### config.mk
export PLATFORM = sky130hd
export DESIGN_NAME = io_port_flat
export DESIGN_NICKNAME = d
export VERILOG_FILES = /design/src/rtl/io_port_if.sv /design/src/rtl/io_port.sv /design/src/flat_wrapper.sv
export SDC_FILE = /design/constraint.sdc
export NUM_CORES = 1
export LEC_CHECK = 0
export ABC_CLOCK_PERIOD_IN_PS = 2500
export CAP_MARGIN = 10
export CORE_ASPECT_RATIO = 0.7
export CORE_MARGIN = 2
export CORE_UTILIZATION = 50
export DETAILED_ROUTE_END_ITERATION = 6
export DONT_BUFFER_PORTS = 1
export GPL_TIMING_DRIVEN = 0
export PLACE_DENSITY_LB_ADDON = 0.1
export SLEW_MARGIN = 20
export SYNTH_ARGS = -nofsm -noshare
export SYNTH_HDL_FRONTEND = slang
export SYNTH_SLANG_ARGS = --single-unit
export TNS_END_PERCENT = 50
### constraint.sdc
create_clock -name clk -period 2.5 [get_ports clk]
set_input_delay 0.5 -clock clk [delete_from_list [all_inputs] [get_ports clk]]
set_output_delay 0.5 -clock clk [all_outputs]
set_load 0.01 [all_outputs]
### src/rtl/io_port_if.sv
// CPU-side strobes/data and external-device FIFO handshakes for io_port.
// Latency: wires only.
// Backpressure: ext_in_ready and ext_out_ready carry the device-side flow control.
interface io_port_if #(
  parameter int DATA_W = 32,
  parameter int AW     = 2
);
  logic              io_we;
  logic              io_re;
  logic [DATA_W-1:0] data_out;
  logic [DATA_W-1:0] data_in;
  logic [DATA_W-1:0] ext_in_data;
  logic              ext_in_valid;
  logic              ext_in_ready;
  logic [DATA_W-1:0] ext_out_data;
  logic              ext_out_valid;
  logic              ext_out_ready;
  logic [DATA_W-1:0] led_o;
  logic [AW:0]       in_count;
  logic [AW:0]       out_count;
  logic              ovf_o;
  logic              udf_o;
  logic              clr_flags;

  // CPU / external device side
  modport master (
    output io_we, io_re, data_out, ext_in_data, ext_in_valid, ext_out_ready, clr_flags,
    input  data_in, ext_in_ready, ext_out_data, ext_out_valid, led_o,
           in_count, out_count, ovf_o, udf_o
  );

  // io_port side
  modport slave (
    input  io_we, io_re, data_out, ext_in_data, ext_in_valid, ext_out_ready, clr_flags,
    output data_in, ext_in_ready, ext_out_data, ext_out_valid, led_o,
           in_count, out_count, ovf_o, udf_o
  );
endinterface

### src/rtl/io_port.sv
// MEM-stage IO responder: CPU writes go to an output FIFO, CPU reads come from a show-ahead input FIFO.
// Latency: CPU write to ext_out_valid 1 cycle; external push to data_in 1 cycle; data_in is combinational.
// Backpressure: ext_in_ready drops when the input FIFO is full; CPU writes into a full, undrained output FIFO are dropped and flagged.
module io_port #(
  parameter int DATA_W = 32,
  parameter int DEPTH  = 4,
  parameter int AW     = 2
) (
  input  logic       clk,
  input  logic       rst,
  io_port_if.slave   bus
);

  localparam logic [AW:0] DEPTH_C = (AW+1)'(DEPTH);

  logic [DATA_W-1:0] in_mem_q  [DEPTH];
  logic [DATA_W-1:0] out_mem_q [DEPTH];
  logic [AW-1:0]     in_wr_q, in_rd_q, out_wr_q, out_rd_q;
  logic [AW:0]       in_cnt_q, in_cnt_d, out_cnt_q, out_cnt_d;
  logic [DATA_W-1:0] led_q;
  logic              ovf_q, ovf_d, udf_q, udf_d;
  logic              in_empty, in_full, out_empty, out_full;
  logic              ext_push, cpu_pop, drain, cpu_push;

  // Handshake decode, occupancy next-state and sticky flag next-state
  always_comb begin
    in_empty  = (in_cnt_q == '0);
    in_full   = (in_cnt_q == DEPTH_C);
    out_empty = (out_cnt_q == '0);
    out_full  = (out_cnt_q == DEPTH_C);
    // ready is forced low while reset is asserted so no word is taken then
    ext_push  = bus.ext_in_valid && rst && !in_full;
    cpu_pop   = bus.io_re && !in_empty;
    drain     = !out_empty && bus.ext_out_ready;
    // a same-cycle drain frees the slot a full FIFO needs
    cpu_push  = bus.io_we && (!out_full || drain);
    in_cnt_d  = in_cnt_q + (AW+1)'(ext_push) - (AW+1)'(cpu_pop);
    out_cnt_d = out_cnt_q + (AW+1)'(cpu_push) - (AW+1)'(drain);
    // a set event in the same cycle as clr_flags wins
    ovf_d = ovf_q;
    if (bus.clr_flags)                ovf_d = 1'b0;
    if (bus.io_we && !cpu_push)       ovf_d = 1'b1;
    udf_d = udf_q;
    if (bus.clr_flags)                udf_d = 1'b0;
    if (bus.io_re && in_empty)        udf_d = 1'b1;
  end

  // Pointers, counts, display latch and flags; storage itself is never reset
  always_ff @(posedge clk or negedge rst) begin
    if (!rst) begin
      in_wr_q   <= '0;
      in_rd_q   <= '0;
      out_wr_q  <= '0;
      out_rd_q  <= '0;
      in_cnt_q  <= '0;
      out_cnt_q <= '0;
      led_q     <= '0;
      ovf_q     <= 1'b0;
      udf_q     <= 1'b0;
    end else begin
      if (ext_push) in_wr_q  <= in_wr_q + AW'(1);
      if (cpu_pop)  in_rd_q  <= in_rd_q + AW'(1);
      if (cpu_push) out_wr_q <= out_wr_q + AW'(1);
      if (drain)    out_rd_q <= out_rd_q + AW'(1);
      in_cnt_q  <= in_cnt_d;
      out_cnt_q <= out_cnt_d;
      if (bus.io_we) led_q <= bus.data_out;
      ovf_q <= ovf_d;
      udf_q <= udf_d;
    end
  end

  // Input FIFO storage write from the external device
  always_ff @(posedge clk) begin
    if (ext_push) in_mem_q[in_wr_q] <= bus.ext_in_data;
  end

  // Output FIFO storage write from the CPU
  always_ff @(posedge clk) begin
    if (cpu_push) out_mem_q[out_wr_q] <= bus.data_out;
  end

  assign bus.ext_in_ready  = rst && !in_full;
  assign bus.data_in       = in_empty  ? '0 : in_mem_q[in_rd_q];
  assign bus.ext_out_valid = !out_empty;
  assign bus.ext_out_data  = out_empty ? '0 : out_mem_q[out_rd_q];
  assign bus.led_o         = led_q;
  assign bus.in_count      = in_cnt_q;
  assign bus.out_count     = out_cnt_q;
  assign bus.ovf_o         = ovf_q;
  assign bus.udf_o         = udf_q;

endmodule

### src/flat_wrapper.sv
// flat-port wrapper written by rule: the top's interface ports become plain ports
module io_port_flat 
#(
  parameter int DATA_W = 32,
  parameter int DEPTH  = 4,
  parameter int AW     = 2
)
  (clk, rst, bus_io_we, bus_io_re, bus_data_out, bus_ext_in_data, bus_ext_in_valid, bus_ext_out_ready, bus_clr_flags, bus_data_in, bus_ext_in_ready, bus_ext_out_data, bus_ext_out_valid, bus_led_o, bus_in_count, bus_out_count, bus_ovf_o, bus_udf_o);
  io_port_if #(.DATA_W(DATA_W), .AW(AW)) bus_i ();
  input  logic clk;
  input  logic rst;
  input wire logic [$bits(bus_i.io_we)-1:0] bus_io_we;
  input wire logic [$bits(bus_i.io_re)-1:0] bus_io_re;
  input wire logic [$bits(bus_i.data_out)-1:0] bus_data_out;
  input wire logic [$bits(bus_i.ext_in_data)-1:0] bus_ext_in_data;
  input wire logic [$bits(bus_i.ext_in_valid)-1:0] bus_ext_in_valid;
  input wire logic [$bits(bus_i.ext_out_ready)-1:0] bus_ext_out_ready;
  input wire logic [$bits(bus_i.clr_flags)-1:0] bus_clr_flags;
  output wire logic [$bits(bus_i.data_in)-1:0] bus_data_in;
  output wire logic [$bits(bus_i.ext_in_ready)-1:0] bus_ext_in_ready;
  output wire logic [$bits(bus_i.ext_out_data)-1:0] bus_ext_out_data;
  output wire logic [$bits(bus_i.ext_out_valid)-1:0] bus_ext_out_valid;
  output wire logic [$bits(bus_i.led_o)-1:0] bus_led_o;
  output wire logic [$bits(bus_i.in_count)-1:0] bus_in_count;
  output wire logic [$bits(bus_i.out_count)-1:0] bus_out_count;
  output wire logic [$bits(bus_i.ovf_o)-1:0] bus_ovf_o;
  output wire logic [$bits(bus_i.udf_o)-1:0] bus_udf_o;
  assign bus_i.io_we = bus_io_we;
  assign bus_i.io_re = bus_io_re;
  assign bus_i.data_out = bus_data_out;
  assign bus_i.ext_in_data = bus_ext_in_data;
  assign bus_i.ext_in_valid = bus_ext_in_valid;
  assign bus_i.ext_out_ready = bus_ext_out_ready;
  assign bus_i.clr_flags = bus_clr_flags;
  assign bus_data_in = bus_i.data_in;
  assign bus_ext_in_ready = bus_i.ext_in_ready;
  assign bus_ext_out_data = bus_i.ext_out_data;
  assign bus_ext_out_valid = bus_i.ext_out_valid;
  assign bus_led_o = bus_i.led_o;
  assign bus_in_count = bus_i.in_count;
  assign bus_out_count = bus_i.out_count;
  assign bus_ovf_o = bus_i.ovf_o;
  assign bus_udf_o = bus_i.udf_o;
  io_port #(.DATA_W(DATA_W), .DEPTH(DEPTH), .AW(AW)) u_core (.clk(clk), .rst(rst), .bus(bus_i));
endmodule
==> flow_summary.yaml <==
routing:
  wirelength_mm: 21.7
  vias_per_cell: 5.52
  vias: 5193
  drtIter0Drc: 218
  avgRoutedWirePerCell_um: 23.1
  drc_errors: 0
  ant_nets: 0
  first_pass_iters: 5
power_and_ir_drop:
  leakage_nw: 4.61
  p_total_mw: 15.8
  ir_worst_vdd_mv: 0.634
  p_per_area_nw_per_um2: 1170
yosys:
  synth_area_leaders: "edfxtp_1 65%, mux4_2 11%, dfrtp_1 10%"
  synth_cells: 557
  syn_area_um2: 11800
  yosysMostFrequentCell: "edfxtp_1"
  synth_top_family_by_area: "multiplexers"
  yosysWarnings: 0
  synth_fa_ha_area_share_pct: 1.61
  synthArstFlopShare_pct: 15.8
  synth-xor-area-share_pct: 0.741
  yosysTopAreaCell: "edfxtp_1"
  synth-edff-count: 256
  ys_types: 26
  syn_area_per_cell_um2: 21.2
  ys.flop_type: "edfxtp_1"
  synthTopCellsByCount: "256 x edfxtp_1, 60 x mux4_2, 48 x dfrtp_1"
  synthSimpleGateAreaFrac_pct: 4.47
  synthesis.nets: 642
  synth_top_area_share_pct: 65.1
  synth_mux_area_share_pct: 15.6
  synth_seq_cells: 304
  ys_seq_area_share_pct: 75.2
  synth_compound_area_share_pct: 0.191
global_route:
  grt_max_degree: 49
  grt_pass1_vias: 5612
  busiest_layer: "met2"
  grt_first_pass_wirelength_mm: 33.3
  antenna_found_initial: 0
  use_met1_pct: 25.3
  grt.met3_usage_pct: 4.99
  grt.met2_usage_pct: 27.7
  grt_overflow: 0
  track_usage_pct: 17.7
sta:
  rsz0062_at_grt: "true"
  maxSlewHeadroom_pct: 61.4
  finalCritPeriodShare_pct: 97.6
  worst_slew_pin_slew_ns: 0.578
  min_period_ns: 2.44
  worst_slack_ns: 0.0596
  slew_violations: 0
  finalSetupTns_ns: 0
  max_freq_mhz: 410
  hold_viol: 0
  clock_skew_ns: 0.0110
  setup_violations: 0
flow_run:
  max_cap_violations: 0
layout:
  syn_to_final_growth_pct: 14.4
  nFillCells: 1762
  utilization_pct: 57.8
  n_antenna_cell: 0
  drive_gt1_share_pct: 31.7
  nets: 686
cts:
  clock_latency_ns: 0.53
  h-tree-depth: 1
  cts_tree: "done"
  cts_sinks: 304
  clockBufferDepth: 3
  clkTransAtPathRegs_ns: 0.07
  cts_root_buffer: "clkbuf_16"
  numCtsBuffers: 29
setup_path:
  cp-start-kind: "flip-flop"
  required_ns: 2.00
  critPathMaxFanout: 10
  criticalPathCategory: "flip-flop to primary output"
  end_kind: "primary output"
  arrival_ns: 1.94
placement:
  pre_cts_slack_ns: -0.200
  port_buffers: 0
  routabilityCongestion: 0.696
  dpl.hpwl_mm: 14.1
floorplanning:
  die_h_um: 133
  start_util_pct: 50.5
  io_pins: 177
  die_w_um: 188
  design.die.area_um2: 24900
  rows: 47
  core-area_um2: 23400
worst_hold_path:
  hp-class: "input pin to flip-flop"
outcome:
  status: "finished clean"
-- timing repair --
action | CTS | global route
pin swaps | 1 | 1
endpoints found under the hold margin | 48 | 0
gates resized for setup | 16 | 9
hold buffers | 2 | 0
endpoints found under the setup margin | 63 | 54
buffers inserted | 2 | 4
-- routing by layer --
layer  routed length, µm  share of wire, %
met3                1540               7.1
met2               10300                47
met5                   0                 0
met1                9530                44
met4                 394               1.8
-- flip-flops by register name, summed over array words and instances, names as in the netlist, 2 cells and up --
| signal | count |
|---|---|
| u_core.bus.out_count | 3 |
| u_core.out_wr_q | 2 |
| u_core.out_mem_q | 128 |
| u_core.in_rd_q | 2 |
| u_core.bus.led_o | 32 |
| u_core.bus.in_count | 3 |
| u_core.in_wr_q | 2 |
| u_core.out_rd_q | 2 |
| u_core.in_mem_q | 128 |
-- kinds of logic (layout without fill, tap and decap cells) --
family,after synthesis,after routing
AND/OR/NAND/NOR,85,85
XOR/XNOR,10,10
AO/OA/AOI/OAI,4,4
multiplexers,98,98
buffers and inverters,42,107
adder cells (fa/ha/maj),14,14
flip-flops,304,304
-- worst paths after layout --
kind / start / slack (ns) / endpoint / cells after the start
setup / recovery: u_core.in_rd_q[0] / 0.06 / bus_data_in[6] / 4
hold / removal: bus_ext_in_data[19] / 0.06 / u_core.in_mem_q[0][19] / 0
setup reg to reg: u_core.bus.out_count[2] / 0.12 / u_core.bus.out_count[2] / 9
hold reg to reg: u_core.out_wr_q[1] / 0.58 / u_core.out_wr_q[1] / 1
max in group asynchronous: rst / 1.76 / u_core.bus.led_o[25] / 2
min in group asynchronous: rst / 0.49 / u_core.bus.led_o[8] / 2
-- worst max-delay path, stage by stage, from the launching register on --
cell and delay, ns:
dfrtp_1 0.34, buf_6 0.15, buf_6 0.20, mux4_2 0.53, nor2b_1 0.18
-- area by class of cell --
cell class	instances	area [µm²]	area share (%)
Tap cell	318	398	2.94
Buffer	25	218	1.61
Clock inverter	17	224	1.66
Sequential cell	304	8890	65.8
Clock buffer	35	768	5.68
Multi-Input combinational cell	211	2700	20.0
Inverter	14	52.6	0.389
Timing Repair Buffer	16	263	1.94
-- report_power, final --
| group | total [mW] | switching [mW] | internal, mW |
|---|---|---|---|
| Clock | 4.49 | 1.79 | 2.70 |
| Combinational | 4.53 | 2.39 | 2.14 |
| Sequential | 6.78 | 0.389 | 6.39 |
| Total | 15.8 | 4.57 | 11.2 |
-- layout by cell type (no fill, tap or decap), types with 2 or more instances in the layout --
cell type / count
mux4_2: 60
edfxtp_1: 256
clkinv_2: 6
and2_1: 31
clkbuf_16: 29
mux2_2: 33
xnor2_1: 6
bufinv_16: 5
and2_2: 9
buf_16: 2
clkbuf_8: 2
buf_12: 11
buf_4: 12
mux4_1: 4
clkbuf_1: 5
o21ai_0: 2
nor2b_1: 34
buf_6: 5
clkinv_4: 2
clkbuf_2: 3
dfrtp_2: 3
dfrtp_1: 45
inv_1: 14
clkinvlp_4: 3
ha_1: 12
xor2_1: 3
nor2_1: 2
nand2_1: 4
buf_2: 6
-- per-stage QoR --
step           hold WS (ns)  std cells  instance area (µm²)
2_1_floorplan         0.204        557                11800
3_3_place_gp          0.206        875                12200
3_5_place_dp          0.205        883                12400
4_1_cts              0.0320        936                13500
5_1_grt              0.0230        940                13500
6_report             0.0556        940                13500
(Power assumes the default switching activity.)
